==> config.mk <==
export PLATFORM = sky130hd
export DESIGN_NAME = edf_arbiter
export DESIGN_NICKNAME = d
export VERILOG_FILES = /design/src/rtl/edf_ic_pkg.sv /design/src/rtl/edf_min_step.sv /design/src/rtl/edf_arbiter.sv
export SDC_FILE = /design/constraint.sdc
export NUM_CORES = 1
export LEC_CHECK = 0
export BUFFER_PORTS_ARGS = -buffer_cell sky130_fd_sc_hd__buf_2
export CORE_AREA = 2 2 233 235
export CTS_CLUSTER_SIZE = 10
export DETAILED_ROUTE_END_ITERATION = 8
export DIE_AREA = 0 0 235 237
export PLACE_DENSITY = 0.55
export SKIP_CTS_REPAIR_TIMING = 1
export SKIP_LAST_GASP = 1
export SYNTH_ARGS = -nofsm -noshare
export SYNTH_HDL_FRONTEND = slang
export SYNTH_SLANG_ARGS = --single-unit
==> constraint.sdc <==
create_clock -name clk_i -period 6.5 [get_ports clk_i]
set_input_delay 1.625 -clock clk_i [delete_from_list [all_inputs] [get_ports clk_i]]
set_output_delay 1.625 -clock clk_i [all_outputs]
set_load 0.02 [all_outputs]
==> src/rtl/edf_ic_pkg.sv <==
// Shared constants and types for the EDF interrupt controller.
package edf_ic_pkg;

    localparam int unsigned NSource = 8;
    localparam int unsigned TsWidth = 64;
    localparam int unsigned IdWidth = $clog2(NSource);

    typedef logic [TsWidth-1:0] deadline_t;
    typedef logic [IdWidth-1:0] src_id_t;

    typedef enum logic [1:0] {
        IDLE,
        SCAN,
        PUBLISH
    } arb_state_e;

endpackage

==> src/rtl/edf_min_step.sv <==
// One compare/update step of the running earliest-deadline minimum.
module edf_min_step
    import edf_ic_pkg::*;
(
    input  logic               best_valid_i,
    input  logic [IdWidth-1:0] best_id_i,
    input  logic [TsWidth-1:0] best_dl_i,
    input  logic               cand_ip_i,
    input  logic [IdWidth-1:0] cand_id_i,
    input  logic [TsWidth-1:0] cand_dl_i,
    output logic               upd_valid_c,
    output logic [IdWidth-1:0] upd_id_c,
    output logic [TsWidth-1:0] upd_dl_c
);

    logic take;

    // Strict less-than keeps the earlier (lower) index on equal deadlines.
    assign take        = cand_ip_i & (~best_valid_i | (cand_dl_i < best_dl_i));
    assign upd_valid_c = take | best_valid_i;
    assign upd_id_c    = take ? cand_id_i : best_id_i;
    assign upd_dl_c    = take ? cand_dl_i : best_dl_i;

endmodule

==> src/rtl/edf_arbiter.sv <==
// Serial earliest-deadline-first selector: scans all sources, publishes the
// pending one with the smallest deadline and returns a one-hot claim pulse.
module edf_arbiter
    import edf_ic_pkg::*;
(
    input  logic                       clk_i,
    input  logic                       rst_ni,
    input  logic                       enable_i,
    input  logic [NSource-1:0]         ip_i,
    input  logic [NSource*TsWidth-1:0] dl_i,
    input  logic                       claim_i,
    output logic                       irq_o,
    output logic [IdWidth-1:0]         irq_id_o,
    output logic [TsWidth-1:0]         irq_dl_o,
    output logic [NSource-1:0]         claim_o
);

    arb_state_e         state_q, state_d;
    src_id_t            idx_q, idx_d;
    logic               best_valid_q, best_valid_d;
    src_id_t            best_id_q, best_id_d;
    deadline_t          best_dl_q, best_dl_d;
    logic               irq_q, irq_d;
    src_id_t            irq_id_q, irq_id_d;
    deadline_t          irq_dl_q, irq_dl_d;
    logic [NSource-1:0] claim_q, claim_d;

    deadline_t          cand_dl;
    logic               step_valid;
    src_id_t            step_id;
    deadline_t          step_dl;
    logic               go;

    assign cand_dl = dl_i[int'(idx_q)*TsWidth +: TsWidth];
    assign go      = enable_i & (|ip_i);

    edf_min_step u_step (
        .best_valid_i (best_valid_q),
        .best_id_i    (best_id_q),
        .best_dl_i    (best_dl_q),
        .cand_ip_i    (ip_i[idx_q]),
        .cand_id_i    (idx_q),
        .cand_dl_i    (cand_dl),
        .upd_valid_c  (step_valid),
        .upd_id_c     (step_id),
        .upd_dl_c     (step_dl)
    );

    // Next-state and registered-output logic; later overrides take priority.
    always_comb begin
        state_d      = state_q;
        idx_d        = idx_q;
        best_valid_d = best_valid_q;
        best_id_d    = best_id_q;
        best_dl_d    = best_dl_q;
        irq_d        = irq_q;
        irq_id_d     = irq_id_q;
        irq_dl_d     = irq_dl_q;
        claim_d      = '0;

        if (irq_q && !ip_i[irq_id_q]) begin
            irq_d = 1'b0;
        end

        unique case (state_q)
            IDLE: begin
                idx_d        = '0;
                best_valid_d = 1'b0;
                if (go) begin
                    state_d = SCAN;
                end
            end
            SCAN: begin
                best_valid_d = step_valid;
                best_id_d    = step_id;
                best_dl_d    = step_dl;
                if (idx_q == IdWidth'(NSource - 1)) begin
                    idx_d   = '0;
                    state_d = PUBLISH;
                end else begin
                    idx_d = idx_q + IdWidth'(1);
                end
            end
            PUBLISH: begin
                if (best_valid_q) begin
                    irq_d    = 1'b1;
                    irq_id_d = best_id_q;
                    irq_dl_d = best_dl_q;
                end else begin
                    irq_d = 1'b0;
                end
                best_valid_d = 1'b0;
                best_id_d    = '0;
                best_dl_d    = '0;
                idx_d        = '0;
                state_d      = go ? SCAN : IDLE;
            end
            default: state_d = IDLE;
        endcase

        // A claim or a disable aborts the scan and discards any publish.
        if ((enable_i && claim_i && irq_q) || !enable_i) begin
            if (enable_i) begin
                claim_d = NSource'(1) << irq_id_q;
            end
            irq_d        = 1'b0;
            irq_id_d     = irq_id_q;
            irq_dl_d     = irq_dl_q;
            state_d      = IDLE;
            idx_d        = '0;
            best_valid_d = 1'b0;
            best_id_d    = '0;
            best_dl_d    = '0;
        end
    end

    always_ff @(posedge clk_i or negedge rst_ni) begin
        if (!rst_ni) begin
            state_q      <= IDLE;
            idx_q        <= '0;
            best_valid_q <= 1'b0;
            best_id_q    <= '0;
            best_dl_q    <= '0;
            irq_q        <= 1'b0;
            irq_id_q     <= '0;
            irq_dl_q     <= '0;
            claim_q      <= '0;
        end else begin
            state_q      <= state_d;
            idx_q        <= idx_d;
            best_valid_q <= best_valid_d;
            best_id_q    <= best_id_d;
            best_dl_q    <= best_dl_d;
            irq_q        <= irq_d;
            irq_id_q     <= irq_id_d;
            irq_dl_q     <= irq_dl_d;
            claim_q      <= claim_d;
        end
    end

    assign irq_o    = irq_q;
    assign irq_id_o = irq_id_q;
    assign irq_dl_o = irq_dl_q;
    assign claim_o  = claim_q;

endmodule

* Word-level counts from Yosys, hierarchy flattened
Index checks and enable logic that the tools add are counted.
W data, S select, Z words.
** Storage, ports and cells
- Bits in registers :: 149
- Output and inout bits :: 76
** Operators by class
- Add/subtract/negate cells :: 1
- Magnitude comparators :: 3
- Equal/unequal tests :: 6
- Shift-type cells :: 2
- Mux-type cells :: 26
- Bitwise logic cells :: 6
- Reductions and logical operators :: 15
** Operators with widths (number)
- $shiftx A512 B10 Y64 :: 1
- $mux W64 :: 2
- $pmux W64 S2 :: 1
- $lt A64 B64 Y1 :: 1
- $mux W8 :: 2
- $mux W3 :: 4
- $pmux W3 S2 :: 2
- $reduce_bool A3 Y1 :: 3
- $lt A3 B4 Y1 const B :: 2
- $mux W1 :: 8
- $reduce_or A8 Y1 :: 1
- $shl A1 B3 Y8 const A :: 1
- $bmux W1 S3 :: 2
- $mux W2 :: 3
- $ne A3 B3 Y1 const B :: 2
- $pmux W2 S3 :: 1
- $reduce_and A2 Y1 :: 2
- $add A3 B1 Y3 const B :: 1
- $eq A3 B3 Y1 const B :: 1
- $logic_and A1 B1 Y1 :: 3
- $ne A3 B2 Y1 const B :: 1
- $reduce_and A3 Y1 :: 1
- $and A1 B1 Y1 :: 2
- $eq A2 B1 Y1 const B :: 1
- other kinds (8) :: 11

* Depth between registers and ports, before layout
- Word-level depth :: 7
- Mapped depth :: 15

* Cells and area by module
From an unflattened synthesis, not the netlist that was laid out.
** Unflattened totals
- Cell total of the unflattened synthesis :: 1223
- Area, all modules :: 13565.5 um2
** By module, submodules not included
- edf_arbiter :: instances 1, cells an instance 587, area an instance 9397.8 um2, seq. area each 3728.6 um2
- edf_min_step :: instances 1, cells an instance 636, area an instance 4167.7 um2, seq. area each 0.0 um2

* Least setup slack after synthesis
OpenSTA, ideal clock, no wires.
- Path type :: input port to flip-flop
- From :: input dl_i[494]
- To :: register best_dl_q[42]
- Data arrival time :: 4.422 ns
- Required time :: 6.414 ns
- Setup slack :: 1.992 ns
- Stages :: 12
- Path buffers :: 2
- Path through :: mux4_2 mux2_2 ha_1 nand4_1 nor4_1 a221oi_1 o211ai_1 a311oi_1 clkbuf_1 buf_2 a21oi_1 nor3_1
** Between the ends
- Word-level cells in the longest chain between the ends :: 6
** Ends and longest elaborated chain
- start, declared :: line edf_arbiter.sv:10 : input logic [NSource*TsWidth-1:0] dl_i,
- $shiftx A512 B10 Y64 :: line edf_arbiter.sv:34 : assign cand_dl = dl_i[int'(idx_q)*TsWidth +: TsWidth];
- $lt A64 B64 Y1 :: line edf_min_step.sv:19 : assign take = cand_ip_i & (~best_valid_i | (cand_dl_i < best_dl_i));
- $or A1 B1 Y1 :: line edf_min_step.sv:19
- $and A1 B1 Y1 :: line edf_min_step.sv:19
- $ne A3 B2 Y1 (no source line)
- $reduce_and A2 Y1 (no source line)
- end signal, assigned :: line edf_arbiter.sv:133 : best_dl_q <= best_dl_d;
- end, declared :: line edf_arbiter.sv:22 : deadline_t best_dl_q, best_dl_d;
Every way passes these cells.
A chain may end at the register's enable or synchronous reset.

* Worst setup path after layout
- From :: register idx_q[0]
- To :: register best_dl_q[48]
** Between the ends
- Word-level cells in the longest chain between the ends :: 6
- Elaborated cells on any way between the ends :: 11
- Those cells by class :: order compare: 1; eq/ne: 1; shift: 1; mux: 5; bitwise: 2; reduce/logical: 1
** Ends and longest elaborated chain
- start, declared :: line edf_arbiter.sv:19 : src_id_t idx_q, idx_d;
- start signal, assigned :: line edf_arbiter.sv:130 : idx_q <= idx_d;
- $shiftx A512 B10 Y64 :: line edf_arbiter.sv:34
- $lt A64 B64 Y1 :: line edf_min_step.sv:19
- $or A1 B1 Y1 :: line edf_min_step.sv:19
- $and A1 B1 Y1 :: line edf_min_step.sv:19
- $ne A3 B2 Y1 (no source line)
- $reduce_and A2 Y1 (no source line)
Several ways; a longest one is shown, not always the timed one. The select of a mux whose other input is x is not followed.

==> impl_summary.log <==
INFO  metric synth-warning-count = 0
INFO  metric drt-wirelength-per-cell = 20.8 µm
INFO  metric maxCapViolations = 0
INFO  metric worst_slew_margin_rel = between 20% and 30%
INFO  metric postSynthRegisterBits = about 150
INFO  metric cp.required = around 6.9 ns
INFO  metric pwr_density_cell = 172 nW/µm²
INFO  metric detail-route-antenna-nets = 0
INFO  metric numCtsBuffers = 17
INFO  metric critPathSlowestCell = sky130_fd_sc_hd__a22oi_4
INFO  metric clock_tree_from_tritoncts = yes
INFO  metric final_cells = 2249
INFO  metric worstReg2RegStart = idx_q[0]
INFO  metric timing.critical_path.from_type = register
INFO  metric power.share.sequential = between 30% and 40%
INFO  metric die_height = 237 µm
INFO  metric dieWidth = 235 µm
INFO  metric yosysTopAreaCellShare = 32.3%
INFO  metric globalRouteOverflowTotal = 0
INFO  metric timing.final.crit_share = between 80 and 90%
INFO  metric power_frac_comb = approximately a quarter
INFO  metric synth.yosys.seq_area_share = 32.3%
INFO  metric via_count_of_the_first_global_routing_pass = 11400
INFO  metric gr-usage-all-layers = 16.7%
INFO  metric cts-root-to-sink-buffers = 2
INFO  metric via_per_inst = 4.80
INFO  metric detailedRoute.firstIterationViolations = 595
INFO  metric path_class = register to register
INFO  metric finalCriticalPeriod = 5.60 ns
INFO  metric drcViolationCount = 0
INFO  metric mostFrequentLayoutCells = sky130_fd_sc_hd__buf_2 (598), sky130_fd_sc_hd__dfrtp_1 (146), sky130_fd_sc_hd__mux4_2 (132), sky130_fd_sc_hd__mux2_2 (132), sky130_fd_sc_hd__nor3_1 (112)
INFO  metric fin_tns_setup = 0 ns
INFO  metric crit_path_max_incr_delay = approximately 0.85 ns
INFO  metric leading_cell_type_in_the_layout_fill_and_taps_excluded = sky130_fd_sc_hd__buf_2
INFO  metric worst_hold_slack = 0.501 ns
INFO  metric post_route_cells_drive_above_1_share = 61.6%
INFO  metric synth_area_leader_cell = sky130_fd_sc_hd__dfrtp_1
INFO  metric holdCritPathClass = register to register
INFO  metric fp.dieArea = ~56000 µm²
INFO  metric cell_area_after_synthesis = 11600 µm²
INFO  metric totalPowerFinal = about 0.0028 W
INFO  metric cp.arrival = 5.98 ns
INFO  metric initial_antenna_violation_count = 8
INFO  metric synth.distinct_cells = 45
INFO  metric starting_density_of_the_core = 21.7%
INFO  metric drt_first_pass_iters = 5
INFO  metric power.share.switching = between 30% and 40%
INFO  metric total_leakage_power = 7.27 nW
INFO  metric cts-htree-levels = 4
INFO  metric place_congestion = 0.989
INFO  metric irDropWorstVdd = 0.179 mV
INFO  metric synth_top_flop_cell = sky130_fd_sc_hd__dfrtp_1
INFO  metric worst_hold_startpoint = irq_dl_o[12]
INFO  metric power_report.internal_total = 0.00189 W
INFO  metric postLayoutSetupSlackWorst = 0.900 ns
INFO  metric worst_path_most_repeated_cell = sky130_fd_sc_hd__buf_12
INFO  metric placed_cells_incl_taps = between 2000 and 2500
INFO  metric detail_route.wirelength = 46800 µm
INFO  metric cts_sinks = 149
INFO  metric timing.critical_path.cells = buf_12 > buf_4 > mux4_2 > mux2_2 > ha_1 > a2111oi_0 > or4_1 > a221oi_1 > or3_4 > a22oi_4 > buf_12 > a21oi_1 > nor3_1
INFO  metric gate_count_post_synth = 974
INFO  metric rsz0062_at_grt = false
INFO  metric final-hold-violation-count = 0
INFO  metric worst_pin_slew = 1.08 ns
INFO  metric vias = 10800
INFO  metric clockRootBuffer = sky130_fd_sc_hd__clkbuf_16
INFO  metric rrSetupSlack = approximately 0.9 ns
INFO  metric result_of_the_run = complete, no violations
INFO  metric synth_enable_flop_cells = 0
INFO  metric synth.avg_cell_area = about 12 µm²
INFO  metric setup_violations = 0
INFO  metric synth.net_count = 1563
INFO  metric slew_viol_final = 0
INFO  metric insertion_delay = 0.48 ns
INFO  metric fin_worst_skew = roughly 0.01 ns
INFO  metric detailedPlacementHpwl = 37900 µm
INFO  metric placementRows = 85
INFO  metric endpoint_kind = register
INFO  metric num_io_pins = 600
INFO  metric portion_of_total_power_attributed_to_the_clock_network = ~37%
INFO  metric maximum_number_of_pins_on_one_net_before_global_route_repair = 76
INFO  metric place_worst_setup_slack = approximately 0.42 ns
INFO  metric area_growth = 38.4%
INFO  metric synth_area_leaders = sky130_fd_sc_hd__dfrtp_1 (32%), sky130_fd_sc_hd__mux4_2 (26%), sky130_fd_sc_hd__mux2_2 (13%), sky130_fd_sc_hd__ha_1 (7.0%), sky130_fd_sc_hd__nor3_1 (4.8%)
INFO  metric p_switching = a little under 0.0009 W
INFO  metric crit_start = idx_q[0]
INFO  metric nets = 2127
INFO  metric timing.critical_path.fanout_max = 35
INFO  metric clkTransAtPathRegs = 0.07 ns
INFO  metric achievable_clock_frequency = approximately 0.18 GHz
INFO  metric port_buffers = 599
INFO  metric fp.coreArea = 53300 µm²
INFO  metric ys_async_sr_fraction = 100%
INFO  metric first_pass_grt_wire_length = a little under 70000 µm
[flip-flops by register name, summed over array words and instances, names as in the netlist]
name,count
irq_o,1
best_valid_q,1
state_q,2
claim_o,8
irq_dl_o,64
best_dl_q,64
irq_id_o,3
idx_q,3
best_id_q,3
[metrics by stage]
stage               area [µm²]  util [%]
global route             16000      30.0
global placement         15400      28.9
floorplan                11600         -
finish                   16000      30.0
CTS                      16000      30.0
detailed placement       15400      28.9
[power by group through the flow]
stage	Sequential [W]	Clock (W)	Combinational (W)
after CTS	0.00100	0.00107	0.000740
after global routing	0.00101	0.00109	0.000816
after detailed placement	0.00102	0	0.000736
after floorplan	0.000999	0	0.000430
final	0.00100	0.00102	0.000728
after global placement	0.00102	0	0.000720
[worst max-delay path, delay by kind of cell (launching register included)]
| family | cells | cell delay (ns) |
|---|---|---|
| buffers and inverters | 3 | 0.87 |
| and+or+nand+nor | 3 | 0.88 |
| AOI/OAI and AO/OA | 4 | 1.80 |
| muxes | 2 | 0.83 |
| adders and majority gates | 1 | 0.30 |
| DFF | 1 | 0.75 |
[layer usage]
| layer | global-route usage (%) | vias up | share of wire, % |
|---|---|---|---|
| li1 | - | 4886 | - |
| met1 | 20.8 | 5403 | 42 |
| met2 | 26.7 | 431 | 48 |
| met3 | 5.69 | 69 | 7.7 |
| met4 | 6.02 | 10 | 2.3 |
| met5 | 0 | - | 0.15 |
[synthesized netlist by cell type (3+ instances only)]
master,number
sky130_fd_sc_hd__mux2i_1,3
sky130_fd_sc_hd__ha_1,65
sky130_fd_sc_hd__nor3_2,20
sky130_fd_sc_hd__clkbuf_1,39
sky130_fd_sc_hd__buf_4,3
sky130_fd_sc_hd__inv_1,68
sky130_fd_sc_hd__a21oi_1,94
sky130_fd_sc_hd__a21o_1,3
sky130_fd_sc_hd__nand2b_1,3
sky130_fd_sc_hd__nand3_1,9
sky130_fd_sc_hd__nand4_1,11
sky130_fd_sc_hd__buf_6,3
sky130_fd_sc_hd__nor3_1,112
sky130_fd_sc_hd__and3_1,3
sky130_fd_sc_hd__nor2_1,19
sky130_fd_sc_hd__mux2_2,132
sky130_fd_sc_hd__nor4_1,4
sky130_fd_sc_hd__mux4_2,132
sky130_fd_sc_hd__dfrtp_1,149
sky130_fd_sc_hd__o21ai_0,11
sky130_fd_sc_hd__nand2_1,23
sky130_fd_sc_hd__buf_2,23
sky130_fd_sc_hd__buf_1,15
sky130_fd_sc_hd__a2111oi_0,3
sky130_fd_sc_hd__a211oi_1,4
[logic make-up after synthesis]
group | count (synthesis) | synth area share (%)
flip-flops | 149 | 32.3
AND/OR/NAND/NOR | 214 | 10.1
adder cells (fa/ha/maj) | 65 | 7.04
buffers and inverters | 151 | 5.44
AO/OA/AOI/OAI | 128 | 6.29
multiplexers | 267 | 38.8
[layout make-up]
type	count	area (µm²)
fillers	5484	37300
multi-input cells	674	7240
flip-flops and latches	149	3740
repair buffers	628	3300
well taps	696	871
clock buffers	17	425
inverters	68	255
clock inverters	15	159
diodes	2	5.00
[worst paths after layout]
kind,to,depth (start not counted)
setup / recovery,best_dl_q[48],13
hold / removal,irq_dl_o[12],1
setup reg to reg,best_dl_q[48],13
hold reg to reg,irq_dl_o[12],1
max in group asynchronous,best_dl_q[47],2
min in group asynchronous,irq_dl_o[26],1
Note: power is estimated with default switching activity, not from simulation.
